==> config.mk <==
export PLATFORM = sky130hd
export DESIGN_NAME = console_uart_tx
export DESIGN_NICKNAME = d
export VERILOG_FILES = /design/src/rtl/console_uart_tx_pkg.sv /design/src/rtl/console_uart_tx_sync_fifo.sv /design/src/rtl/console_uart_tx.sv
export SDC_FILE = /design/constraint.sdc
export NUM_CORES = 1
export LEC_CHECK = 0
export CORE_ASPECT_RATIO = 0.9
export CORE_UTILIZATION = 56
export CTS_CLUSTER_SIZE = 10
export DETAILED_ROUTE_END_ITERATION = 8
export DONT_BUFFER_PORTS = 1
export HOLD_SLACK_MARGIN = 0.06
export PLACE_DENSITY = 0.74
export SLEW_MARGIN = 20
export SYNTH_ARGS = -nofsm -noshare
export SYNTH_HDL_FRONTEND = slang
export SYNTH_SLANG_ARGS = --single-unit
export TNS_END_PERCENT = 50
==> constraint.sdc <==
create_clock -name clk -period 2.6 [get_ports clk]
set_input_delay 0.26 -clock clk [delete_from_list [all_inputs] [get_ports clk]]
set_output_delay 0.26 -clock clk [all_outputs]
set_load 0.005 [all_outputs]
==> src/rtl/console_uart_tx_pkg.sv <==
// Shared definitions for the console transmitter: FSM encoding, MMIO address, baud default.
package console_uart_tx_pkg;

  typedef enum logic [1:0] {
    TX_IDLE  = 2'd0,
    TX_START = 2'd1,
    TX_DATA  = 2'd2,
    TX_STOP  = 2'd3
  } tx_state_e;

  // Store address the MEM stage decodes into a wr_en pulse.
  localparam logic [31:0] CONSOLE_ADDR = 32'hFFFF_FFF0;

  localparam int DEFAULT_CLKS_PER_BIT = 16;

endpackage

==> src/rtl/console_uart_tx_sync_fifo.sv <==
// Byte FIFO for the console path; head byte is visible combinationally on dout_o.
// Caller must not push when full without a same-cycle pop, nor pop when empty.
module sync_fifo #(
  parameter int WIDTH = 8,
  parameter int DEPTH = 4
) (
  input  logic                       clk,
  input  logic                       rst,
  input  logic                       push_i,
  input  logic [WIDTH-1:0]           din_i,
  input  logic                       pop_i,
  output logic [WIDTH-1:0]           dout_o,
  output logic [$clog2(DEPTH):0]     count_o,
  output logic                       full_o,
  output logic                       empty_o
);

  localparam int AW = $clog2(DEPTH);
  localparam int CW = AW + 1;

  logic [WIDTH-1:0] mem_q [DEPTH];
  logic [AW-1:0]    wr_ptr_q, rd_ptr_q;
  logic [CW-1:0]    count_q;

  always_ff @(posedge clk) begin
    if (push_i) mem_q[wr_ptr_q] <= din_i;
  end

  // Pointers wrap naturally because DEPTH is a power of two.
  always_ff @(posedge clk or posedge rst) begin
    if (rst) begin
      wr_ptr_q <= '0;
      rd_ptr_q <= '0;
      count_q  <= '0;
    end else begin
      if (push_i) wr_ptr_q <= wr_ptr_q + 1'b1;
      if (pop_i)  rd_ptr_q <= rd_ptr_q + 1'b1;
      case ({push_i, pop_i})
        2'b10:   count_q <= count_q + 1'b1;
        2'b01:   count_q <= count_q - 1'b1;
        default: count_q <= count_q;
      endcase
    end
  end

  assign dout_o  = mem_q[rd_ptr_q];
  assign count_o = count_q;
  assign full_o  = (count_q == CW'(DEPTH));
  assign empty_o = (count_q == '0);

endmodule

==> src/rtl/console_uart_tx.sv <==
// Console transmitter: buffers CPU store bytes and sends them as contiguous 8N1 frames on tx.
// Writes into a full FIFO are dropped (sticky overflow) unless the FSM pops that same cycle.
module console_uart_tx
  import console_uart_tx_pkg::*;
#(
  parameter int CLKS_PER_BIT = DEFAULT_CLKS_PER_BIT,
  parameter int FIFO_DEPTH   = 4
) (
  input  logic       clk,
  input  logic       rst,
  input  logic       wr_en,
  input  logic [7:0] wr_data,
  output logic       full,
  output logic       busy,
  output logic       overflow,
  output logic       tx
);

  localparam int BW = (CLKS_PER_BIT > 1) ? $clog2(CLKS_PER_BIT) : 1;
  localparam int CW = $clog2(FIFO_DEPTH) + 1;
  localparam logic [BW-1:0] BAUD_LAST = BW'(CLKS_PER_BIT - 1);

  tx_state_e     state_q, state_d;
  logic [BW-1:0] baud_q, baud_d;
  logic [2:0]    idx_q, idx_d;
  logic [7:0]    shift_q, shift_d;
  logic          tx_q, tx_d;
  logic          ovf_q, ovf_d;

  logic          fifo_push, fifo_pop, fifo_full, fifo_empty;
  logic [7:0]    fifo_dout;
  logic [CW-1:0] fifo_count;
  logic          baud_last, have_byte;

  sync_fifo #(
    .WIDTH (8),
    .DEPTH (FIFO_DEPTH)
  ) u_fifo (
    .clk     (clk),
    .rst     (rst),
    .push_i  (fifo_push),
    .din_i   (wr_data),
    .pop_i   (fifo_pop),
    .dout_o  (fifo_dout),
    .count_o (fifo_count),
    .full_o  (fifo_full),
    .empty_o (fifo_empty)
  );

  assign baud_last = (baud_q == BAUD_LAST);
  assign have_byte = (fifo_count != '0);
  // A full FIFO still accepts when the FSM frees a slot in the same cycle.
  assign fifo_push = wr_en && (!fifo_full || fifo_pop);
  assign ovf_d     = ovf_q | (wr_en & ~fifo_push);

  always_comb begin
    state_d  = state_q;
    baud_d   = baud_q;
    idx_d    = idx_q;
    shift_d  = shift_q;
    fifo_pop = 1'b0;
    case (state_q)
      TX_IDLE: begin
        if (have_byte) begin
          fifo_pop = 1'b1;
          shift_d  = fifo_dout;
          baud_d   = '0;
          state_d  = TX_START;
        end
      end
      TX_START: begin
        if (baud_last) begin
          baud_d  = '0;
          idx_d   = '0;
          state_d = TX_DATA;
        end else begin
          baud_d = baud_q + 1'b1;
        end
      end
      TX_DATA: begin
        if (baud_last) begin
          baud_d  = '0;
          shift_d = {1'b0, shift_q[7:1]};
          idx_d   = idx_q + 1'b1;
          if (idx_q == 3'd7) state_d = TX_STOP;
        end else begin
          baud_d = baud_q + 1'b1;
        end
      end
      TX_STOP: begin
        if (baud_last) begin
          baud_d = '0;
          if (have_byte) begin
            fifo_pop = 1'b1;
            shift_d  = fifo_dout;
            state_d  = TX_START;
          end else begin
            state_d = TX_IDLE;
          end
        end else begin
          baud_d = baud_q + 1'b1;
        end
      end
      default: state_d = TX_IDLE;
    endcase

    // tx follows the next state so the line changes on the same edge as the FSM.
    case (state_d)
      TX_START: tx_d = 1'b0;
      TX_DATA:  tx_d = shift_d[0];
      default:  tx_d = 1'b1;
    endcase
  end

  always_ff @(posedge clk or posedge rst) begin
    if (rst) begin
      state_q <= TX_IDLE;
      baud_q  <= '0;
      idx_q   <= '0;
      shift_q <= '0;
      tx_q    <= 1'b1;
      ovf_q   <= 1'b0;
    end else begin
      state_q <= state_d;
      baud_q  <= baud_d;
      idx_q   <= idx_d;
      shift_q <= shift_d;
      tx_q    <= tx_d;
      ovf_q   <= ovf_d;
    end
  end

  assign full     = fifo_full;
  assign busy     = !fifo_empty || (state_q != TX_IDLE);
  assign overflow = ovf_q;
  assign tx       = tx_q;

endmodule

# After elaboration in Yosys (flattened, before gate mapping)
# Memories as Yosys holds them, arrays and structs flattened.
# Index checks and enable logic that the tools add are counted.
[op_classes]
add_sub_neg = 6
n_eq_ne = 14
mux = 24
n_bitwise = 3
reduce_logical = 15
[ops]
columns = ["op", "n"]
rows = [
  ["two-way mux 8 bit", 3],
  ["one-hot mux 8 bit (3 select lines)", 1],
  ["one-hot mux 3 bit (2 select lines)", 2],
  ["two-way mux 2 bit", 5],
  ["equality test 2 bit (second input constant)", 4],
  ["two-way mux 4 bit", 2],
  ["inequality test 2 bit (second input constant)", 4],
  ["one-hot mux 2 bit (4 select lines)", 1],
  ["one-hot mux 4 bit (2 select lines)", 1],
  ["adder 3 x 1 -> 3 bit (second input constant)", 2],
  ["equality test 2 x 1 -> 1 bit (second input constant)", 3],
  ["equality test 3 bit (second input constant)", 2],
  ["two-way mux 3 bit", 2],
  ["AND reduction 3 bit", 2],
  ["nonzero test 2 bit", 3],
  ["nonzero test 3 bit", 2],
  ["two-way mux 1 bit", 5],
  ["adder 2 x 1 -> 2 bit (second input constant)", 2],
  ["adder 4 x 1 -> 4 bit (second input constant)", 1],
  ["equality test 4 bit (second input constant)", 1],
  ["one-hot mux 1 bit (2 select lines)", 2],
  ["zero test 3 bit", 1],
  ["OR reduction 3 bit", 1],
  ["subtractor 3 x 1 -> 3 bit (second input constant)", 1],
  ["other kinds (7)", 9],
]
[totals]
regBits = 26
ram_bits = 32
input_bits = 11
elab_cells = 73
n_memories = 1
[memory_table]
columns = ["memory", "depth", "width", "rd", "rd_ports_with_merged_regs", "write_ports", "line_no", "rtl"]
rows = [
  ["u_fifo.mem_q", 4, 8, 1, 0, 1, "console_uart_tx_sync_fifo.sv:21", "logic [WIDTH-1:0] mem_q [DEPTH];"],
]

# Logic depth before layout (Yosys ltp)
# Gate-level depths: netlist of the first run.
[depth]
word_depth = 9
depth_mapped = 13
ltp_nobuf = 12

# By module
# A second synthesis of the first run with hierarchy kept.
[hier_totals]
hier_cells = 201
area_unflattened_um2 = 2781.4
[by_module_without_submodules]
columns = ["module", "n_inst", "cells_each", "area_each_um2"]
rows = [
  ["sync_fifo", 1, 79, 1556.5],
  ["console_uart_tx", 1, 122, 1224.9],
]

# Worst setup path before layout of the first run
# No wires, ideal clock.
[synth_timing]
kind = "register -> register"
start = "register baud_q[0]"
end = "register u_fifo.count_q[2], in the netlist u_fifo.count_o[2]"
setup_ps = 79
t_arrival_ps = 2464
t_required_ps = 2521
slack_ps = 57
path_stages_with_launch = 14
path_buffers = 1
synth_period_minus_slack_ps = 2543
path_cell_list = "dfrtp_1 > ha_1 > and3_1 > buf_6 > a21oi_2 > o211ai_2 > and2_4 > inv_1 > ha_1 > inv_1 > fa_1 > xor2_1 > nor2_1 > xor2_1"
[synth_between]
elab_chain_len = 7
word_cells_on_any_way = 9
classes_between = "3 x eq/ne; 3 x mux; 3 x reduce/logical"
[synth_lines]
columns = ["item", "line_no", "rtl"]
rows = [
  ["from (decl)", "console_uart_tx.sv:24", "logic [BW-1:0] baud_q, baud_d;"],
  ["from (signal assigned)", "console_uart_tx.sv:125", "baud_q <= baud_d;"],
  ["equality test 4 bit (*)", "console_uart_tx.sv:50", "assign baud_last = (baud_q == BAUD_LAST);"],
  ["two-way mux 1 bit (*)", "console_uart_tx.sv:91", "if (baud_last) begin"],
  ["one-hot mux 1 bit (2 select lines) (*)", "console_uart_tx.sv:62", "case (state_q)"],
  ["logical OR 1 bit", "console_uart_tx.sv:53", "assign fifo_push = wr_en && (!fifo_full || fifo_pop);"],
  ["logical AND 1 bit", "console_uart_tx.sv:53", ""],
  ["equality test 2 x 1 -> 1 bit / equality test 2 bit (equally long branches)", "console_uart_tx_sync_fifo.sv:38", "case ({push_i, pop_i})"],
  ["one-hot mux 3 bit (2 select lines) / nonzero test 2 bit (equally long branches)", "--", ""],
  ["to (signal assigned)", "console_uart_tx_sync_fifo.sv:39", "2'b10: count_q <= count_q + 1'b1;"],
  ["to (signal assigned)", "console_uart_tx_sync_fifo.sv:40", "2'b01: count_q <= count_q - 1'b1;"],
  ["to (signal assigned)", "console_uart_tx_sync_fifo.sv:41", "default: count_q <= count_q;"],
  ["to (decl)", "console_uart_tx_sync_fifo.sv:23", "logic [CW-1:0] count_q;"],
]
# Mark *: on every way between the ends. The rest lies on a longest branch, timed or not.
# A chain may end at the register's enable or synchronous reset.

# Worst setup path after layout of the first run
# Ends and elaborated chain as after synthesis.

==> flow_summary.yaml, run 1 <==
outcome:
  outcome: "complete, no violations"
critical_path:
  reg2reg_from: "baud_q[0]"
  start_kind: "flip-flop"
  critPathKind: "flip-flop to flip-flop"
  reg2reg_slack_ns: 0.15
  path_max_fanout: 4
  required_ns: 2.86
  r2r_end: "u_fifo.count_o[2]"
  r2r_cells: 12
  cp_data_arrival_time_ns: 2.70
  cp-end-kind: "flip-flop"
route:
  wl_met1_mm: 2.13
  route.met3.wl_um: 258
  avgRoutedWirePerCell_um: 17.3
  wl_mm: 4.85
  first_iter_violations: 165
  vias: 1689
  drtPass1Iterations: 4
  route.met2.wl_mm: 2.42
  drc: 0
  antenna_left: 0
  highest_layer: "met4"
  viasPerCell: 6.01
sta:
  rsz0062_at_grt: "false"
  clock_skew_ns: 0.00622
  fmax_ghz: 0.409
  setup_viol: 0
  tightest_slew_ns: 0.972
  relSlewSlack_pct: 35.1
  drv_slew: 0
  period_needed_ns: 2.45
  finalHoldViolCount: 0
  period_share_pct: 94.1
  setup-tns-final_ns: 0
  fin_ws_ns: 0.154
  holdWs_ns: 0.0458
cts:
  cts_max_level: 3
  numCtsBuffers: 9
  clockRootBuffer: "clkbuf_8"
  cts_sinks: 58
  insertion_delay_ns: 0.33
  cts_tree: "built"
  clk_pin_slew_worst_paths_ns: 0.07
  clk_path_buf_depth: 2
synth:
  synthTopCellsByCount: "edfxtp_1 (32), dfrtp_1 (25), nand2_1 (14), ha_1 (13), inv_1 (12)"
  yosysWarnings: 0
  synth_cell_types: 41
  synthTopCellsByArea: "edfxtp_1 (35%), dfrtp_1 (23%), mux4_2 (6.6%)"
  synth-async-reset-ratio_pct: 44.8
  syn_area_per_cell_sq_um: 13.7
  synth-edff-count: 32
  synth_ff_type: "edfxtp_1"
  synth_area_sq_um: 2720
  syn_inst: 198
  synth_nets: 223
  ys_seq_area_share_pct: 59.4
  yosysMostFrequentCell: "edfxtp_1"
  synth_largest_area_cell: "edfxtp_1"
  yosys_register_bits: 58
  synth_top_area_share_pct: 35.4
floorplan:
  dieArea_sq_um: 5130
  die_w_um: 75.4
  core_sq_um: 4550
  start_util_pct: 59.7
  rows: 23
  pin_count: 15
  dieHeight_um: 68.1
place:
  pre_cts_ws_ns: 0.127
  placed_area_sq_um: 2770
  dp_hpwl_mm: 3.33
  io_buffers: 0
  place_congestion: 0.824
pwr:
  power_frac_clock_pct: 25.7
  p_sw_uw: 1120
  power_density_nw_per_um2: 1100
  switching_share_pct: 32.9
  vdd_drop_max_uv: 643
  leakage_uw: 0.00126
  seqPwrFrac_pct: 42.7
  power.internal_uw: 2270
  p_comb_share_pct: 31.6
global_route:
  grt_pass1_wl_mm: 7.96
  grt_max_degree: 27
  antenna_found_initial: 0
  grt_overflow: 0
  grt_pass1_vias: 1632
  grtUsageTotal_pct: 22.2
cells_and_area:
  drive_gt1_share_pct: 17.8
  diodes: 0
  fin_nets: 239
  syn_to_final_growth_pct: 13.5
  final_cell_area_sq_um: 3080
worst_hold_path:
  min-delay-path-class: "input pin to async pin"
flow_run:
  drv_cap: 0
==> registers in the layout (all words and copies together), names as in the netlist <==
signal,count
idx_q,3
shift_q,8
u_fifo.count_o,3
u_fifo.mem_q,32
overflow,1
state_q,2
baud_q,4
u_fifo.wr_ptr_q,2
tx,1
u_fifo.rd_ptr_q,2
==> metal layers <==
metal / vias up / global-route usage, %
li1: 777 / -
met1: 852 / 31.1
met2: 54 / 32.6
met5: - / 0
met4: 0 / 7.64
met3: 6 / 7.36
==> per-stage QoR <==
step	util [%]	total power (uW)	instances
after floorplan	-	2250	198
after global placement	60.9	2430	256
after detailed placement	60.9	2500	256
after CTS	67.5	3400	281
after global routing	67.8	3610	281
final	67.8	3390	281
==> final cells by class <==
class,count,area [sq um]
fill,341,1470
tap,62,77.6
clock buffer,10,128
sequential,58,1610
clock inverter,6,81.3
multi-input combinational,119,1010
timing repair buffer,14,128
inverter,12,45.0
==> worst max-delay path by stage <==
stage	from	slack, ns	endpoint	cells past startpoint
2_1_floorplan	baud_q[0]	0.06	u_fifo.count_o[2]	13
3_3_place_gp	baud_q[0]	0.20	u_fifo.count_o[2]	12
3_5_place_dp	baud_q[0]	0.13	u_fifo.count_o[2]	12
4_1_cts	baud_q[0]	0.1	u_fifo.count_o[2]	12
5_1_grt	baud_q[0]	0.03	u_fifo.count_o[2]	12
6_report	baud_q[0]	0.15	u_fifo.count_o[2]	12
==> power groups by stage <==
stage	clock, uW	combinational [uW]	sequential (uW)
after floorplan	0	883	1370
after global placement	0	992	1440
after detailed placement	0	1040	1470
after CTS	887	1060	1450
after global routing	933	1190	1480
final	871	1070	1450
==> worst max-delay path: stages (launching register included) <==
cell and delay [ns]:
dfrtp_1 0.42, ha_2 0.22, and3_1 0.20, a21oi_2 0.17
o211ai_2 0.10, and2_4 0.19, inv_1 0.06, ha_2 0.18
inv_1 0.05, fa_1 0.38, xor2_1 0.15, nor2_1 0.11
xor2_1 0.14
==> logic make-up (layout without fill, tap and decap cells) <==
logic type      after synthesis  after routing  share of synthesized area, %
compound gates               38             38                          11.2
fa+ha+maj                    14             14                          6.73
buf+inv                      21             42                          3.92
simple gates                 51             51                          9.17
xor+xnor                      6              6                          1.94
mux                          10             10                          7.60
flops                        58             58                          59.4
==> timing repair <==
action	4_1_cts	5_1_grt
resized for setup	0	4
endpoints found under the hold margin	33	0
hold buffers	9	0
buffers inserted	0	0
setup endpoints to repair	0	1
==> placed cells by master, fill, tap and decap left out, drive strengths merged, types with 5 or more instances in the layout <==
master       synthesis  layout
a22o                 9       9
a32oi                7       7
and3                 5       5
buf                  7       5
clkbuf               2      10
dfrtp               25      25
dlygate4sd3          0       9
edfxtp              32      32
ha                  13      13
inv                 12      12
mux4                 8       8
nand2               14      14
nand3                9       9
nor2                11      11
o21ai                8       8
Note: power is estimated with default switching activity, not from simulation.
==> run 2: changes to the inputs <==
Settings changed: SLEW_MARGIN 20 to not set.
==> results of run 2 <==
Same layout as run 1: the final DEF is identical, and so are final timing and power.
